==> config.mk <==
export PLATFORM = sky130hd
export DESIGN_NAME = load_store_unit
export DESIGN_NICKNAME = d
export VERILOG_FILES = /design/src/rtl/load_store_unit.sv
export SDC_FILE = /design/constraint.sdc
export NUM_CORES = 1
export LEC_CHECK = 0
export ABC_AREA = 1
export CAP_MARGIN = 5
export CORE_MARGIN = 2
export CORE_UTILIZATION = 41
export CTS_CLUSTER_DIAMETER = 80
export DETAILED_ROUTE_END_ITERATION = 16
export HOLD_SLACK_MARGIN = 0.02
export PLACE_DENSITY = 0.77
export SLEW_MARGIN = 20
export SYNTH_ARGS = -nofsm -noshare
export SYNTH_HDL_FRONTEND = slang
export SYNTH_SLANG_ARGS = --single-unit
==> constraint.sdc <==
create_clock -name clk -period 2.6 [get_ports clk]
set_input_delay 0.65 -clock clk [delete_from_list [all_inputs] [get_ports clk]]
set_output_delay 0.65 -clock clk [all_outputs]
set_load 0.01 [all_outputs]
==> src/rtl/load_store_unit.sv <==
// ---------------------------------------------------------------------------
// load_store_unit
//
// Purpose:
//   RV32I load/store unit. Each access is handled alone through a four-state
//   FSM (IDLE, RD, WR, RESP) against a single-ported word memory whose read
//   data is combinational from mem_address.
//     - Loads read the word in RD, then extract and extend the lane in RESP.
//     - Word stores write directly in WR.
//     - Byte and half stores read the word in RD, merge the lane in WR and
//       write it back.
//     - Illegal accesses go straight to RESP with resp_err set and never
//       touch memory.
//
// Ports:
//   clk, rst_n       clock; asynchronous active-low reset
//   req_valid/ready  request handshake (ready only in IDLE)
//   req_we           1 = store, 0 = load
//   req_funct3       RV32I width code (B, H, W, BU, HU)
//   req_addr         byte address
//   req_wdata        right-aligned store data
//   resp_valid       one-cycle completion pulse
//   resp_rdata       extended load data (0 for stores and errors)
//   resp_err         access rejected, qualified by resp_valid
//   mem_address      word-aligned memory address (0 outside RD/WR)
//   mem_write_data   merged word to memory (0 outside WR)
//   mem_we           memory write strobe (high only in WR)
//   mem_read_data    memory word at mem_address
//
// Configuration:
//   LSU_MISALIGN_TRAP_EN  When defined, a halfword access with addr[0]=1 or
//                         a word access with addr[1:0]!=0 is rejected with
//                         resp_err. When undefined, address bits below the
//                         access size are ignored.
//
// Every output is decoded from the state register and the latched request;
// no req_* input reaches a mem_* output combinationally.
// ---------------------------------------------------------------------------
module load_store_unit (
  input  logic        clk,
  input  logic        rst_n,
  input  logic        req_valid,
  output logic        req_ready,
  input  logic        req_we,
  input  logic [2:0]  req_funct3,
  input  logic [31:0] req_addr,
  input  logic [31:0] req_wdata,
  output logic        resp_valid,
  output logic [31:0] resp_rdata,
  output logic        resp_err,
  output logic [31:0] mem_address,
  output logic [31:0] mem_write_data,
  output logic        mem_we,
  input  logic [31:0] mem_read_data
);

  typedef enum logic [1:0] {
    IDLE = 2'd0,
    RD   = 2'd1,
    WR   = 2'd2,
    RESP = 2'd3
  } state_t;

  localparam logic [2:0] F3_B  = 3'b000;
  localparam logic [2:0] F3_H  = 3'b001;
  localparam logic [2:0] F3_W  = 3'b010;
  localparam logic [2:0] F3_BU = 3'b100;
  localparam logic [2:0] F3_HU = 3'b101;

  state_t      state_q, state_d;
  logic        err_q, err_d;
  logic        we_q;
  logic [2:0]  funct3_q;
  logic [31:0] addr_q;
  logic [31:0] wdata_q;
  logic [31:0] word_q;

  logic        accept;
  logic        req_bad;
  logic        misalign;

  // -------------------------------------------------------------------------
  // Width-code legality: unsigned widths exist only for loads.
  // -------------------------------------------------------------------------
  function automatic logic funct3_illegal(input logic we, input logic [2:0] f3);
    logic bad;
    case (f3)
      F3_B, F3_H, F3_W: bad = 1'b0;
      F3_BU, F3_HU:     bad = we;
      default:          bad = 1'b1;
    endcase
    return bad;
  endfunction

  // -------------------------------------------------------------------------
  // Load lane extraction with explicit signed extension for B/H.
  // -------------------------------------------------------------------------
  function automatic logic [31:0] load_extract(input logic [31:0] word,
                                               input logic [2:0]  f3,
                                               input logic [1:0]  lane);
    logic signed [7:0]  byte_s;
    logic signed [15:0] half_s;
    logic signed [31:0] ext_s;
    logic [31:0]        res;
    byte_s = $signed(word[{lane, 3'b000} +: 8]);
    half_s = lane[1] ? $signed(word[31:16]) : $signed(word[15:0]);
    ext_s  = '0;
    case (f3)
      F3_B:    begin ext_s = 32'(byte_s); res = $unsigned(ext_s); end
      F3_H:    begin ext_s = 32'(half_s); res = $unsigned(ext_s); end
      F3_BU:   res = {24'd0, $unsigned(byte_s)};
      F3_HU:   res = {16'd0, $unsigned(half_s)};
      default: res = word;
    endcase
    return res;
  endfunction

  // -------------------------------------------------------------------------
  // Store lane merge into the word captured in RD. A word store ignores the
  // captured word entirely.
  // -------------------------------------------------------------------------
  function automatic logic [31:0] store_merge(input logic [31:0] word,
                                              input logic [31:0] wdata,
                                              input logic [2:0]  f3,
                                              input logic [1:0]  lane);
    logic [31:0] res;
    res = word;
    case (f3)
      F3_B: res[{lane, 3'b000} +: 8] = wdata[7:0];
      F3_H: begin
        if (lane[1]) res[31:16] = wdata[15:0];
        else         res[15:0]  = wdata[15:0];
      end
      default: res = wdata;
    endcase
    return res;
  endfunction

`ifdef LSU_MISALIGN_TRAP_EN
  // Both H and HU are halfword accesses; HU stores are already illegal.
  assign misalign = ((req_funct3 == F3_H || req_funct3 == F3_HU) && req_addr[0]) ||
                    ((req_funct3 == F3_W) && (req_addr[1:0] != 2'b00));
`else
  assign misalign = 1'b0;
`endif

  assign accept  = req_valid && (state_q == IDLE);
  assign req_bad = funct3_illegal(req_we, req_funct3) || misalign;

  // -------------------------------------------------------------------------
  // Next-state logic
  // -------------------------------------------------------------------------
  always_comb begin
    state_d = state_q;
    err_d   = err_q;
    case (state_q)
      IDLE: begin
        if (accept) begin
          err_d = req_bad;
          if (req_bad)                  state_d = RESP;
          else if (!req_we)             state_d = RD;
          else if (req_funct3 == F3_W)  state_d = WR;
          else                          state_d = RD;
        end
      end
      RD:      state_d = we_q ? WR : RESP;
      WR:      state_d = RESP;
      RESP:    state_d = IDLE;
      default: state_d = IDLE;
    endcase
  end

  // -------------------------------------------------------------------------
  // Control registers: reset drops any in-flight access immediately, which
  // also drops mem_we since it is decoded from state.
  // -------------------------------------------------------------------------
  always_ff @(posedge clk or negedge rst_n) begin
    if (!rst_n) begin
      state_q <= IDLE;
      err_q   <= 1'b0;
    end else begin
      state_q <= state_d;
      err_q   <= err_d;
    end
  end

  // -------------------------------------------------------------------------
  // Request latch and RD-cycle word capture. These hold data only and are
  // never observed outside the states that follow an accept.
  // -------------------------------------------------------------------------
  always_ff @(posedge clk) begin
    if (accept) begin
      we_q     <= req_we;
      funct3_q <= req_funct3;
      addr_q   <= req_addr;
      wdata_q  <= req_wdata;
    end
    if (state_q == RD) begin
      word_q <= mem_read_data;
    end
  end

  // -------------------------------------------------------------------------
  // Output decode from state
  // -------------------------------------------------------------------------
  assign req_ready      = (state_q == IDLE);
  assign mem_we         = (state_q == WR);
  assign mem_address    = (state_q == RD || state_q == WR) ? {addr_q[31:2], 2'b00} : 32'd0;
  assign mem_write_data = (state_q == WR) ? store_merge(word_q, wdata_q, funct3_q, addr_q[1:0])
                                          : 32'd0;
  assign resp_valid     = (state_q == RESP);
  assign resp_err       = (state_q == RESP) && err_q;
  assign resp_rdata     = (state_q == RESP && !err_q && !we_q)
                          ? load_extract(word_q, funct3_q, addr_q[1:0]) : 32'd0;

endmodule
# ---- Yosys cells after proc, flatten, opt, wreduce, memory -nomap -nowiden
# Index checks and enable logic that the tools add are counted.
dict set report totals {
  reg_bits 103
  input_bits 103
  out_inout_bits 100
  wordCells 51
}
dict set report op_classes {
  n_addsub 1
  eq_ne 11
  shifts 3
  n_mux 16
  n_reduce_logical 13
}
# operator n
set ops {}
lappend ops {{$pmux 32 s4} 1}
lappend ops {{$mux 32} 3}
lappend ops {{$pmux 32 s2} 1}
lappend ops {{$mux 16} 3}
lappend ops {{$bwmux 32} 1}
lappend ops {{$shift 8x7->32 const A} 1}
lappend ops {{$shiftx 32x6->8} 1}
lappend ops {{$shiftx 8x7->32} 1}
lappend ops {{$eq 3x3->1 const B} 4}
lappend ops {{$mux 2} 4}
lappend ops {{$pmux 2 s4} 1}
lappend ops {{$neg 5->7} 1}
lappend ops {{$eq 3x1->1 const B} 2}
lappend ops {{$logic_not 3->1} 2}
lappend ops {{$eq 2x2->1 const B} 2}
lappend ops {{$logic_and 1x1->1} 4}
lappend ops {{$eq 3x2->1 const B} 1}
lappend ops {{$reduce_or 3->1} 1}
lappend ops {{$eq 2x1->1 const B} 1}
lappend ops {{$logic_not 1->1} 2}
lappend ops {{$logic_not 2->1} 1}
lappend ops {{$ne 2x1->1 const B} 1}
lappend ops {{$pmux 1 s2} 1}
lappend ops {{$reduce_and 2->1} 1}
lappend ops {{other kinds (3)} 3}

# ---- Depth between registers and ports, before layout
dict set report logic_depth {
  depth_word 6
  mapped_depth 12
  ltp_nobuf 9
}

# ---- Worst setup path before layout
# OpenSTA, ideal clock, no wires.
dict set report synth_path {
  kind {reg2out}
  start {register addr_q[1]}
  end {output port mem_write_data[23]}
  arrival_ns 1.948
  setup_slack_ns 0.002
  path_stages_with_launch 10
  n_path_buf 3
  path_cell_list {edfxtp_1 inv_2 buf_2 buf_2 ha_1 clkbuf_1 nand2_1 o21ai_0 nand2_1 a21oi_1}
}
dict set report synth_between {
  elab_chain_cells 5
}
# element line_no
set synth_rtl {}
lappend synth_rtl {{start, declared} 74} ;# logic [31:0] addr_q;
lappend synth_rtl {{start signal, assigned} 195} ;# addr_q <= req_addr;
lappend synth_rtl {{$neg 5->7} 129} ;# F3_B: res[{lane, 3'b000} +: 8] = wdata[7:0];
lappend synth_rtl {{$shiftx 8x7->32 / $shift 8x7->32 (equally long branches)} 129}
lappend synth_rtl {{$bwmux 32} 129}
lappend synth_rtl {{$pmux 32 s2 (*)} 128} ;# case (f3)
lappend synth_rtl {{$mux 32 (*)} 209} ;# assign mem_write_data = (state_q == WR) ? store_merge(word_q, wdata_q, funct3_q, addr_q[1:0])
lappend synth_rtl {{end, declared} 52} ;# output logic [31:0] mem_write_data,
# Mark *: on every way between the ends. The rest lies on a longest branch, timed or not.

# ---- Worst setup path in the final report
dict set report layout_path {
  start {register addr_q[1]}
  end {output port mem_write_data[12]}
}
# The elaborated chain is that of the path after synthesis.

==> impl_metrics.py <==
metrics = {
    "setup_path": {
        "crit_path_frequent_cell": "buf_6",
        "path_max_fanout": 6,
        "slowest_stage": "edfxtp_1",
        "critPathMaxStageDelay_ns": 0.42,
        "cp.arrival_ns": 2.02,
        "endpoint_kind": "output port",
        "start_kind": "flop",
        "setup.worst_path.class": "flop to output port",
        "worst-path-buf-inv": 6,
        "crit_required_ns": 1.95,
        "crit_family": "buffers and inverters",
        "path_cells": "inv_2 > buf_6 > buf_6 > ha_4 > clkbuf_16 > nor2_2 > nor2_1 > nand2_1 > nand3_1 > nand2_1 > inv_2 > buf_6",
    },
    "placed_design": {
        "io_buffer_count": 200,
        "placedInstanceArea_sq_um": 8043,
        "place.gp.congestion": 0.9510,
        "dpl.hpwl_microns": 13090,
    },
    "final_layout": {
        "n_fill_cell": 1090,
        "fin_nets": 1026,
        "area_delta_synth_final_pct": 58.39,
        "n_antenna_cell": 0,
        "fin_area_sq_um": 8920,
        "drive_above_1_share_pct": 26.44,
    },
    "sta": {
        "hold_ws_ns": 0.4677,
        "report.final.setup_viol": 17,
        "hold_viol": 0,
        "worst_slack_ns": -0.06974,
        "slew_viol_final": 0,
        "fin_skew_ns": 0.007043,
        "rsz0062_at_grt": "true",
        "clock.fmax_ghz": 0.3746,
        "period_share_pct": 102.7,
        "fin_crit_ns": 2.670,
    },
    "detailed_routing": {
        "dr.pass1.iters": 5,
        "wire_per_inst_microns": 17.62,
        "vias": 5692,
        "antenna_left": 0,
        "vias_per_cell": 5.198,
        "drt-total-wl_microns": 19300,
        "dr.first_iter.drc_count": 601,
        "post-route-drc-count": 0,
    },
    "power_and_ir_drop": {
        "p_leak_nw": 3.980,
        "ir_worst_vdd_v": 0.0006022,
        "power_density_nw_per_um2": 903.1,
    },
    "logic_synthesis": {
        "postSynthCellCount": 664,
        "synth_commonest_cells": "nand2_1 (177), edfxtp_1 (100), inv_1 (82), nor2_1 (73), o21ai_0 (63)",
        "ys_ff_latch": 103,
        "synth_async_sr_flop_share_pct": 2.913,
        "synthFlopType": "edfxtp_1",
        "synth_top_area_share_pct": 53.32,
        "yosys_warnings": 0,
        "synth_edf_count": 100,
        "synthMostInstantiatedCell": "nand2_1",
        "synth_top_area_cell": "edfxtp_1",
        "synthTopCellsByArea": "edfxtp_1 (53%), nand2_1 (12%), o21ai_0 (5.6%)",
        "syn_area_per_cell_sq_um": 8.481,
        "syn_area_sq_um": 5632,
        "seq_area_frac_synth_pct": 54.65,
        "yosysUniqueCellTypes": 28,
    },
    "hold_path": {
        "hold_path_class": "input port to async pin",
    },
    "global_routing": {
        "antenna_found_initial": 0,
        "grt_pass1_vias": 5590,
        "grt_pass1_wl_microns": 28210,
        "grt_overflow": 0,
        "grt_use_total_pct": 25.22,
        "grt_max_degree": 34,
    },
    "floorplan": {
        "num_io_pins": 203,
        "start_util_pct": 42.19,
        "core-area_sq_um": 13350,
        "fp.dieW_microns": 121.2,
        "dieArea_sq_um": 14690,
        "row_count": 42,
        "die_h_microns": 121.2,
    },
    "clocking": {
        "cts_made_buffers": 9,
        "cts_tree": "built",
        "path_clk_slew_ns": 0.07,
        "clk_latency_ns": 0.36,
        "clock-sinks": 103,
        "h-tree-depth": 3,
        "cts_buffer_depth": 2,
        "root_buffer": "clkbuf_16",
    },
    "run_status": {
        "violations": "setup timing",
        "status": "complete, but fails checks",
    },
    "run": {
        "cap_viol_max_count": 0,
    },
}
-- cell usage in the layout, fill, tap and decap left out, types with 4 or more instances in the layout --
cell,n
clkdlybuf4s50_1,106
a21oi_1,44
nor2_2,7
inv_1,69
buf_4,42
o21ai_1,20
nor2_4,11
a21oi_2,14
inv_2,14
nand3_1,19
nand2_4,7
nand2_2,14
o21ai_2,8
o21ai_0,35
buf_12,9
nand2_1,158
buf_6,28
a22oi_1,7
nor2_1,56
buf_2,41
clkbuf_2,6
edfxtp_1,100
clkbuf_16,10
nand3_2,4
o211ai_1,8
dlygate4sd2_1,30
a21boi_0,4
-- what timing repair did --
| item | in CTS | in global routing |
|---|---|---|
| setup endpoints to repair | 94 | 63 |
| hold buffers | 0 | 0 |
| gates cloned | 3 | 1 |
| pin swaps | 9 | 31 |
| setup buffers | 12 | 14 |
| resized for setup | 326 | 126 |
-- sequential cells by signal (all words and copies together), names as in the netlist --
register and flops:
addr_q 32, funct3_q 3, word_q 32, wdata_q 32, we_q 1, err_q 1
state_q 2
-- logic make-up after synthesis --
group | count (synthesis) | synth area share [%]
compound gates | 145 | 13.97
fa+ha+maj | 9 | 2.000
buf+inv | 117 | 8.553
flops | 103 | 54.65
other cells | 1 | 0.06659
simple gates | 289 | 20.75
-- power breakdown --
part	switching (W)	total (W)	internal, W
sequential	0.000225	0.00253	0.00230
clock	0.000618	0.00147	0.000849
combinational	0.00230	0.00406	0.00176
-- layout make-up --
| class | instances | area, sq um | share of cell area (%) |
|---|---|---|---|
| sequential | 103 | 3078 | 34.51 |
| timing repair buffer | 268 | 2495 | 27.97 |
| multi-input combinational | 446 | 2477 | 27.77 |
| inverter | 86 | 330.3 | 3.703 |
| clock buffer | 10 | 229.0 | 2.567 |
| tap | 176 | 220.2 | 2.469 |
| clock inverter | 6 | 90.09 | 1.010 |
-- stage by stage --
stage	total power, W	cells	utilization (%)	TNS (ns)	setup WS [ns]
after floorplan	0.004237	665	-	0	0.001975
after global placement	0.006118	1049	60.26	-0.5700	-0.06847
after detailed placement	0.006169	1049	60.26	-1.345	-0.08756
after CTS	0.007678	1080	63.44	-0.8225	-0.06981
after global routing	0.008519	1095	66.83	-2.282	-0.1019
final	0.008056	1095	66.83	-0.3296	-0.06974
-- worst register-to-register path, cell delays in order, from the launching register on --
cell	delay (ns)
dfrtp_1	0.39
buf_4	0.13
inv_1	0.09
ha_4	0.14
nand2_1	0.10
inv_2	0.25
buf_12	0.25
-- metal layers --
metal,vias up,routed length (microns),global-route usage (%)
met4,0,660,8.333
met5,-,0,0
met2,318,9509,43.89
li1,2697,-,-
met3,49,2082,9.821
met1,2628,7043,28.27
-- path summary, 6_finish.rpt --
kind                       startpoint            endpoint  slack, ns  depth (start not counted)
max                         addr_q[1]  mem_write_data[12]      -0.07                         12
min                             rst_n               err_q       0.47                          1
max reg2reg                state_q[1]          wdata_q[4]       0.91                          6
min reg2reg                     err_q               err_q       0.55                          2
max in group asynchronous       rst_n          state_q[0]       1.98                          1
min in group clk                err_q               err_q       0.55                          2
(Power assumes the default switching activity.)
